**config.mk**
```make
export PLATFORM = sky130hd
export DESIGN_NAME = trdb_resync_ctrl
export DESIGN_NICKNAME = d
export VERILOG_FILES = /design/src/rtl/trdb_resync_ctrl.sv
export SDC_FILE = /design/constraint.sdc
export NUM_CORES = 1
export LEC_CHECK = 0
export ABC_CLOCK_PERIOD_IN_PS = 1700
export CAP_MARGIN = 20
export CORE_AREA = 3 3 40 42
export DETAILED_ROUTE_END_ITERATION = 10
export DIE_AREA = 0 0 43 45
export PLACE_DENSITY_LB_ADDON = 0.15
export SLEW_MARGIN = 15
export SYNTH_ARGS = -nofsm -noshare
export SYNTH_HDL_FRONTEND = slang
export SYNTH_SLANG_ARGS = --single-unit
```
**constraint.sdc**
```tcl
create_clock -name clk_i -period 1.7 [get_ports clk_i]
set_clock_uncertainty 0.05 [all_clocks]
set_input_delay 0.17 -clock clk_i [delete_from_list [all_inputs] [get_ports clk_i]]
set_output_delay 0.17 -clock clk_i [all_outputs]
set_load 0.01 [all_outputs]
```
**src/rtl/trdb_resync_ctrl.sv**
```systemverilog
// Resync controller: turns trdb_resync_counter max flags into sync-packet requests,
// escalating to a forced sync on timeout. Optional stats outputs: TRDB_RESYNC_STATS_EN.
module trdb_resync_ctrl #(
  parameter int unsigned MAX_WAIT    = 16,
  parameter logic [1:0]  SYNC_FORMAT = 2'b11
) (
  input  logic       clk_i,
  input  logic       rst_ni,
  input  logic       trace_enabled_i,
  input  logic       et_resync_max_i,
  input  logic       gt_resync_max_i,
  input  logic       pkt_valid_i,
  input  logic       pkt_ready_i,
  input  logic [1:0] pkt_format_i,
  output logic       resync_req_o,
  output logic       force_sync_o,
  output logic       packet_emitted_o,
  output logic       resync_rst_o
`ifdef TRDB_RESYNC_STATS_EN
  ,
  output logic [15:0] sync_count_o,
  output logic [15:0] forced_count_o
`endif
);

  localparam int unsigned WW = $clog2(MAX_WAIT + 1);
  localparam logic [WW-1:0] WAIT_MAX  = WW'(MAX_WAIT);
  localparam logic [WW-1:0] WAIT_LAST = WW'(MAX_WAIT - 1);
  localparam logic [WW-1:0] WAIT_ONE  = WW'(1);

  typedef enum logic [1:0] {IDLE, PENDING, FORCE} state_e;

  state_e          state_q, state_d;
  logic [WW-1:0]   wait_q, wait_d;
  logic            hs, sync_hs;

  always_comb begin
    hs      = pkt_valid_i & pkt_ready_i;
    sync_hs = hs & (pkt_format_i == SYNC_FORMAT);
  end

  always_comb begin
    state_d = state_q;
    wait_d  = wait_q;
    if (!trace_enabled_i) begin
      state_d = IDLE;
      wait_d  = '0;
    end else begin
      case (state_q)
        IDLE: begin
          if ((et_resync_max_i | gt_resync_max_i) & ~sync_hs)
            state_d = gt_resync_max_i ? FORCE : PENDING;
        end
        PENDING: begin
          if (wait_q != WAIT_MAX) wait_d = wait_q + WAIT_ONE;
          // a sync arriving on the timeout cycle still returns to IDLE
          if (sync_hs) begin
            state_d = IDLE;
            wait_d  = '0;
          end else if (gt_resync_max_i || (wait_q == WAIT_LAST)) begin
            state_d = FORCE;
          end
        end
        FORCE: begin
          if (sync_hs) begin
            state_d = IDLE;
            wait_d  = '0;
          end
        end
        default: begin
          state_d = IDLE;
          wait_d  = '0;
        end
      endcase
    end
  end

  // outputs are decoded from the next state so they land one cycle after the inputs
  always_ff @(posedge clk_i or negedge rst_ni) begin
    if (!rst_ni) begin
      state_q          <= IDLE;
      wait_q           <= '0;
      resync_req_o     <= 1'b0;
      force_sync_o     <= 1'b0;
      packet_emitted_o <= 1'b0;
      resync_rst_o     <= 1'b0;
    end else begin
      state_q          <= state_d;
      wait_q           <= wait_d;
      resync_req_o     <= (state_d != IDLE);
      force_sync_o     <= (state_d == FORCE);
      packet_emitted_o <= hs;
      resync_rst_o     <= sync_hs;
    end
  end

`ifdef TRDB_RESYNC_STATS_EN
  logic sync_exit, forced_exit;

  always_comb begin
    sync_exit   = trace_enabled_i & sync_hs & (state_q != IDLE);
    forced_exit = trace_enabled_i & sync_hs & (state_q == FORCE);
  end

  always_ff @(posedge clk_i or negedge rst_ni) begin
    if (!rst_ni) begin
      sync_count_o   <= '0;
      forced_count_o <= '0;
    end else begin
      if (sync_exit && (sync_count_o != '1))     sync_count_o   <= sync_count_o + 16'd1;
      if (forced_exit && (forced_count_o != '1)) forced_count_o <= forced_count_o + 16'd1;
    end
  end
`endif

endmodule

```
Word-level counts from Yosys, hierarchy flattened
Index checks and enable logic that the tools add are counted.
{"block": "op_classes", "n_mul": 0, "div": 0, "order_cmp": 0, "bitwise_logic": 5, "muxes": 12, "addsub": 1, "eq_ne": 9, "shift": 0, "n_reduce_logical": 4}
{"op": "$mux W5", "count": 4}
{"op": "$pmux W5 S3", "count": 1}
{"op": "$mux W2", "count": 6}
{"op": "$eq A2 B2 Y1 const B", "count": 3}
{"op": "$pmux W2 S3", "count": 1}
{"op": "$add A5 B1 Y5 const B", "count": 1}
{"op": "$eq A5 B4 Y1 const B", "count": 1}
{"op": "$ne A5 B5 Y1 const B", "count": 1}
{"op": "$ne A4 B4 Y1 const B", "count": 1}
{"op": "$and A1 B1 Y1", "count": 3}
{"op": "$ne A3 B3 Y1 const B", "count": 1}
{"op": "$reduce_and A3 Y1", "count": 1}
{"op": "$eq A2 B1 Y1 const B", "count": 1}
{"op": "$logic_not A2 Y1", "count": 1}
{"op": "$ne A2 B2 Y1 const B", "count": 1}
{"op": "$reduce_bool A2 Y1", "count": 1}
{"op": "$logic_or A1 B1 Y1", "count": 1}
{"op": "$not A1 Y1", "count": 1}
{"op": "$or A1 B1 Y1", "count": 1}
{"block": "word_totals", "ramBits": 0, "romBits": 0, "mem_count": 0, "elab_cells": 37, "latch_bits": 0, "input_bits": 9, "regBits": 11}

Depth between registers and ports, before layout
Gate-level depths: netlist of the first run.
{"block": "depth", "depth_word": 8, "ltp_mapped": 6, "depth_no_buf": 6}

Least setup slack after synthesis of the first run
No wires, ideal clock.
{"block": "synth_timing", "path_type": "reg2reg", "startpoint": "reg wait_q[0]", "endpoint": "reg force_sync_o", "path_stages_with_launch": 7, "period_less_slack_ns": 1.488, "path_slack_ns": 0.212, "t_required_ns": 1.530, "t_arrival_ns": 1.318, "path_cell_list": "dfrtp_1 -> ha_1 -> and3_1 -> ha_1 -> a21oi_1 -> o21ai_0 -> and2_2"}
{"block": "synth_via", "elab_chain_len": 7}
{"item": "from (decl)", "line": "34", "source": "logic [WW-1:0] wait_q, wait_d;"}
{"item": "from (signal assigned)", "line": "89", "source": "wait_q <= wait_d;"}
{"item": "$eq A5 B4 Y1", "line": "60", "source": "end else if (gt_resync_max_i || (wait_q == WAIT_LAST)) begin"}
{"item": "$logic_or A1 B1 Y1", "line": "60"}
{"item": "$mux W2", "line": "60"}
{"item": "$mux W2", "line": "57", "source": "if (sync_hs) begin"}
{"item": "$pmux W2 S3", "line": "49", "source": "case (state_q)"}
{"item": "$mux W2", "line": "45", "source": "if (!trace_enabled_i) begin"}
{"item": "$eq A2 B2 Y1", "line": "91", "source": "force_sync_o <= (state_d == FORCE);"}
{"item": "to (signal assigned)", "line": "91"}
{"item": "to (decl)", "line": "16", "source": "output logic force_sync_o,"}
Every way passes these cells.
A chain may end at the register's enable or synchronous reset.

Final worst setup path of the first run
{"block": "layout_timing", "startpoint": "reg wait_q[0]", "endpoint": "reg state_q[1]"}
{"block": "layout_via", "elab_chain_len": 6}
{"item": "$eq A5 B4 Y1", "line": "60"}
{"item": "$logic_or A1 B1 Y1", "line": "60"}
{"item": "$mux W2", "line": "60"}
{"item": "$mux W2", "line": "57"}
{"item": "$pmux W2 S3", "line": "49"}
{"item": "$mux W2", "line": "45"}
{"item": "net state_d[1]", "line": "33", "source": "state_e state_q, state_d;"}
{"item": "to (signal assigned)", "line": "88", "source": "state_q <= state_d;"}
{"item": "to (decl)", "line": "33"}
The timed path passes the listed nets, and every way through them passes these cells.

==> out/qor.yml, run 1 <==
status: "completed"
drtPass1Iterations: 3
place_hpwl_um: 848.5
drc: 0
yosys.area.top_type: "dfrtp_1"
ant_nets: 0
fp.coreArea_mm2: 0.001285
p_per_area_mw_per_mm2: 774.4
io_buffers: 12
die_x_um: 43
synth_fp_nets: 72
async_flop_share_pct: 100.0
required_ps: 1810
viasPerCell: 5.211
cts_setup_buffers: 0
power_leakage_nw: 0.3321
cts_tree: "done"
endpoint_kind: "flip-flop"
syn_inst: 60
placed_cells: 86
cts_sinks: 11
finalHoldViolations: 0
rsz0062_at_grt: "false"
cts.root.buffer_cell: "clkbuf_4"
power_frac_seq_pct: 51.2
peakVddDrop_mv: 0.6999
die-height_um: 45
clk_pin_slew_ps: 70
p_clk_share_pct: 29.8
setup_viol: 0
p_switching_w: 0.0001516
multiInputGateArea_um2: 282.8
grt_max_degree: 12
period_share_pct: 93.40
cts_hold_buf: 0
antenna_found_initial: 0
die_area_mm2: 0.001935
vias: 469
fin_util_pct: 58.62
worst_pin_slew_ps: 508.7
whs_ps: 191.7
finalMaxSlewViolations: 0
synth.top_cell.area_share_pct: 45.64
drive_gt1_share_pct: 13.33
period_needed_ps: 1588
synth_common_cells: "dfrtp_1, inv_1, a21oi_1"
h-tree-depth: 1
synth_most_common_cell: "dfrtp_1"
drt_iter0_markers: 11
final_nets: 88
power_frac_comb_pct: 19.0
netSwitchingFraction_pct: 25.98
ys.flop_type: "dfrtp_1"
ys_types: 30
relSlewSlack_pct: 65.98
reg2reg_from: "wait_q[0]$_DFFE_PN0P_"
std_cell_rows: 13
synth-edff-count: 0
fillers: 130
stdcell_count: 90
arrival_ps: 1690
syn_area_um2: 603.1
yosysWarnings: 0
startpoint_type: "flip-flop"
wl_um: 1143
yosysSeqAreaShare_pct: 45.64
r2r_end: "state_q[1]$_DFF_PN0_"
grt_pass1_vias: 478
io_pins: 13
synth.area.top_cells: "dfrtp_1, ha_1, and2_2"
path_max_fanout: 3
synthToLayoutAreaGrowth_pct: 24.90
post_cts_resized: 0
avgSynthCellArea_um2: 10.05
n_antenna_cell: 0
cts_max_path_buffers: 2
overflow: 0
ys_seq_elements: 11
fmax_mhz: 629.8
min_path_type: "input port to async pin"
reg2reg_depth: 6
cts_made_buffers: 3
clk_latency_ps: 260
maxCapViolCount: 0
grt_usage_pct: 14.24
avgRoutedWirePerCell_um: 12.70
fin_tns_setup_ps: 0
power.internal_w: 0.0004317
reg2reg_slack_ps: 110
critPathKind: "flip-flop to flip-flop"
gp_congestion: 0.8524
register_area_um2: 275.3
grt_pass1_wl_um: 1980
initial_core_util_pct: 46.93
## cells by family after synthesis
| group | synth area share [%] |
|---|---|
| DFF | 45.64 |
| muxes | 1.660 |
| buffers and inverters | 7.468 |
| AOI/OAI and AO/OA | 14.52 |
| and+or+nand+nor | 24.48 |
| adders and majority gates | 6.225 |
## cell type report
cell class	instances	area share (%)
sequential	11	36.54
tap	15	2.492
multi-input combinational	41	37.54
timing repair buffer	13	16.94
inverter	6	2.990
clock buffer	4	3.488
## power groups by stage
stage	clock network [W]	logic [W]	registers (W)
after floorplan	0	0.0000702	0.000298
after global placement	0	0.000111	0.000302
after detailed placement	0	0.000112	0.000304
after CTS	0.000181	0.000112	0.000299
after global routing	0.000197	0.000125	0.000302
final	0.000174	0.000111	0.000298
## through the flow
| step | cell area, µm² | total power, W | worst slack, ps |
|---|---|---|---|
| after floorplan | 603.1 | 0.0003684 | 211.7 |
| after global placement | 726.9 | 0.0004130 | 154.0 |
| after detailed placement | 726.9 | 0.0004154 | 116.7 |
| after CTS | 753.2 | 0.0005924 | 113.1 |
| after global routing | 753.2 | 0.0006241 | 26.07 |
| final | 753.2 | 0.0005833 | 112.2 |
## registers in the layout, indices dropped and copies added, names as in the netlist
name	cells
state_q	2
wait_q	5
force_sync_o	1
resync_req_o	1
packet_emitted_o	1
resync_rst_o	1
## per-layer routing
metal	up-vias	wire length (µm)	share of wire, %	global-route usage (%)
met5	-	0	0	0
met4	0	38	3.3	12.65
met3	4	56	4.9	2.390
met2	9	520	45	23.05
met1	213	528	46	16.21
li1	243	-	-	-
## how the worst max path moves through the flow
| stage | startpoint | end |
|---|---|---|
| 2_1_floorplan | wait_q[0]$_DFFE_PN0P_ | force_sync_o$_DFF_PN0_ |
| 3_3_place_gp | wait_q[0]$_DFFE_PN0P_ | force_sync_o$_DFF_PN0_ |
| 3_5_place_dp | wait_q[0]$_DFFE_PN0P_ | state_q[1]$_DFF_PN0_ |
| 4_1_cts | wait_q[0]$_DFFE_PN0P_ | state_q[1]$_DFF_PN0_ |
| 6_report | wait_q[0]$_DFFE_PN0P_ | state_q[1]$_DFF_PN0_ |
| 5_1_grt | wait_q[0]$_DFFE_PN0P_ | force_sync_o$_DFF_PN0_ |
## critical path: stages, from the launching register on
cell	delay [ps]
dfrtp_1	400
ha_1	230
and3_1	190
ha_1	190
a21oi_1	130
o21ai_0	90
and2_2	200
## cell usage in the layout (no fill, tap or decap)
| cell | n |
|---|---|
| a21o_1 | 1 |
| nand2b_2 | 1 |
| a32o_1 | 1 |
| mux2i_1 | 1 |
| nor2_1 | 3 |
| and3_1 | 1 |
| clkbuf_4 | 3 |
| o21ai_1 | 1 |
| a211oi_1 | 1 |
| nand4_2 | 1 |
| a21oi_1 | 4 |
| nand2b_1 | 1 |
| o2bb2ai_1 | 1 |
| buf_4 | 1 |
| nand4bb_1 | 1 |
| o21a_1 | 1 |
| nand4_1 | 1 |
| o21ai_0 | 3 |
| clkbuf_1 | 1 |
| and2_1 | 1 |
| dfrtp_1 | 11 |
| ha_1 | 3 |
| and2_4 | 1 |
| nand3_1 | 1 |
| o22ai_1 | 1 |
| nor3b_1 | 1 |
| nor3_1 | 1 |
| clkdlybuf4s50_1 | 12 |
| nor4_1 | 2 |
| nand2_1 | 3 |
| nor2b_1 | 1 |
| inv_1 | 6 |
| and2_2 | 3 |
Note: power is estimated with default switching activity, not from simulation.
==> run 2: changes to the inputs <==
--- a/config.mk
+++ b/config.mk
@@ -11,6 +11,7 @@
 export DETAILED_ROUTE_END_ITERATION = 10
 export DIE_AREA = 0 0 43 45
 export PLACE_DENSITY_LB_ADDON = 0.15
+export SKIP_LAST_GASP = 1
 export SLEW_MARGIN = 15
 export SYNTH_ARGS = -nofsm -noshare
 export SYNTH_HDL_FRONTEND = slang
==> results of run 2 <==
No change in the layout: final DEF, timing and power equal those of run 1.
==> run 3: changes to the inputs <==
--- a/config.mk
+++ b/config.mk
@@ -8,6 +8,7 @@
 export ABC_CLOCK_PERIOD_IN_PS = 1700
 export CAP_MARGIN = 20
 export CORE_AREA = 3 3 40 42
+export CTS_CLUSTER_DIAMETER = 150
 export DETAILED_ROUTE_END_ITERATION = 10
 export DIE_AREA = 0 0 43 45
 export PLACE_DENSITY_LB_ADDON = 0.15
==> results of run 3 <==
No change in the layout: final DEF, timing and power equal those of run 1.
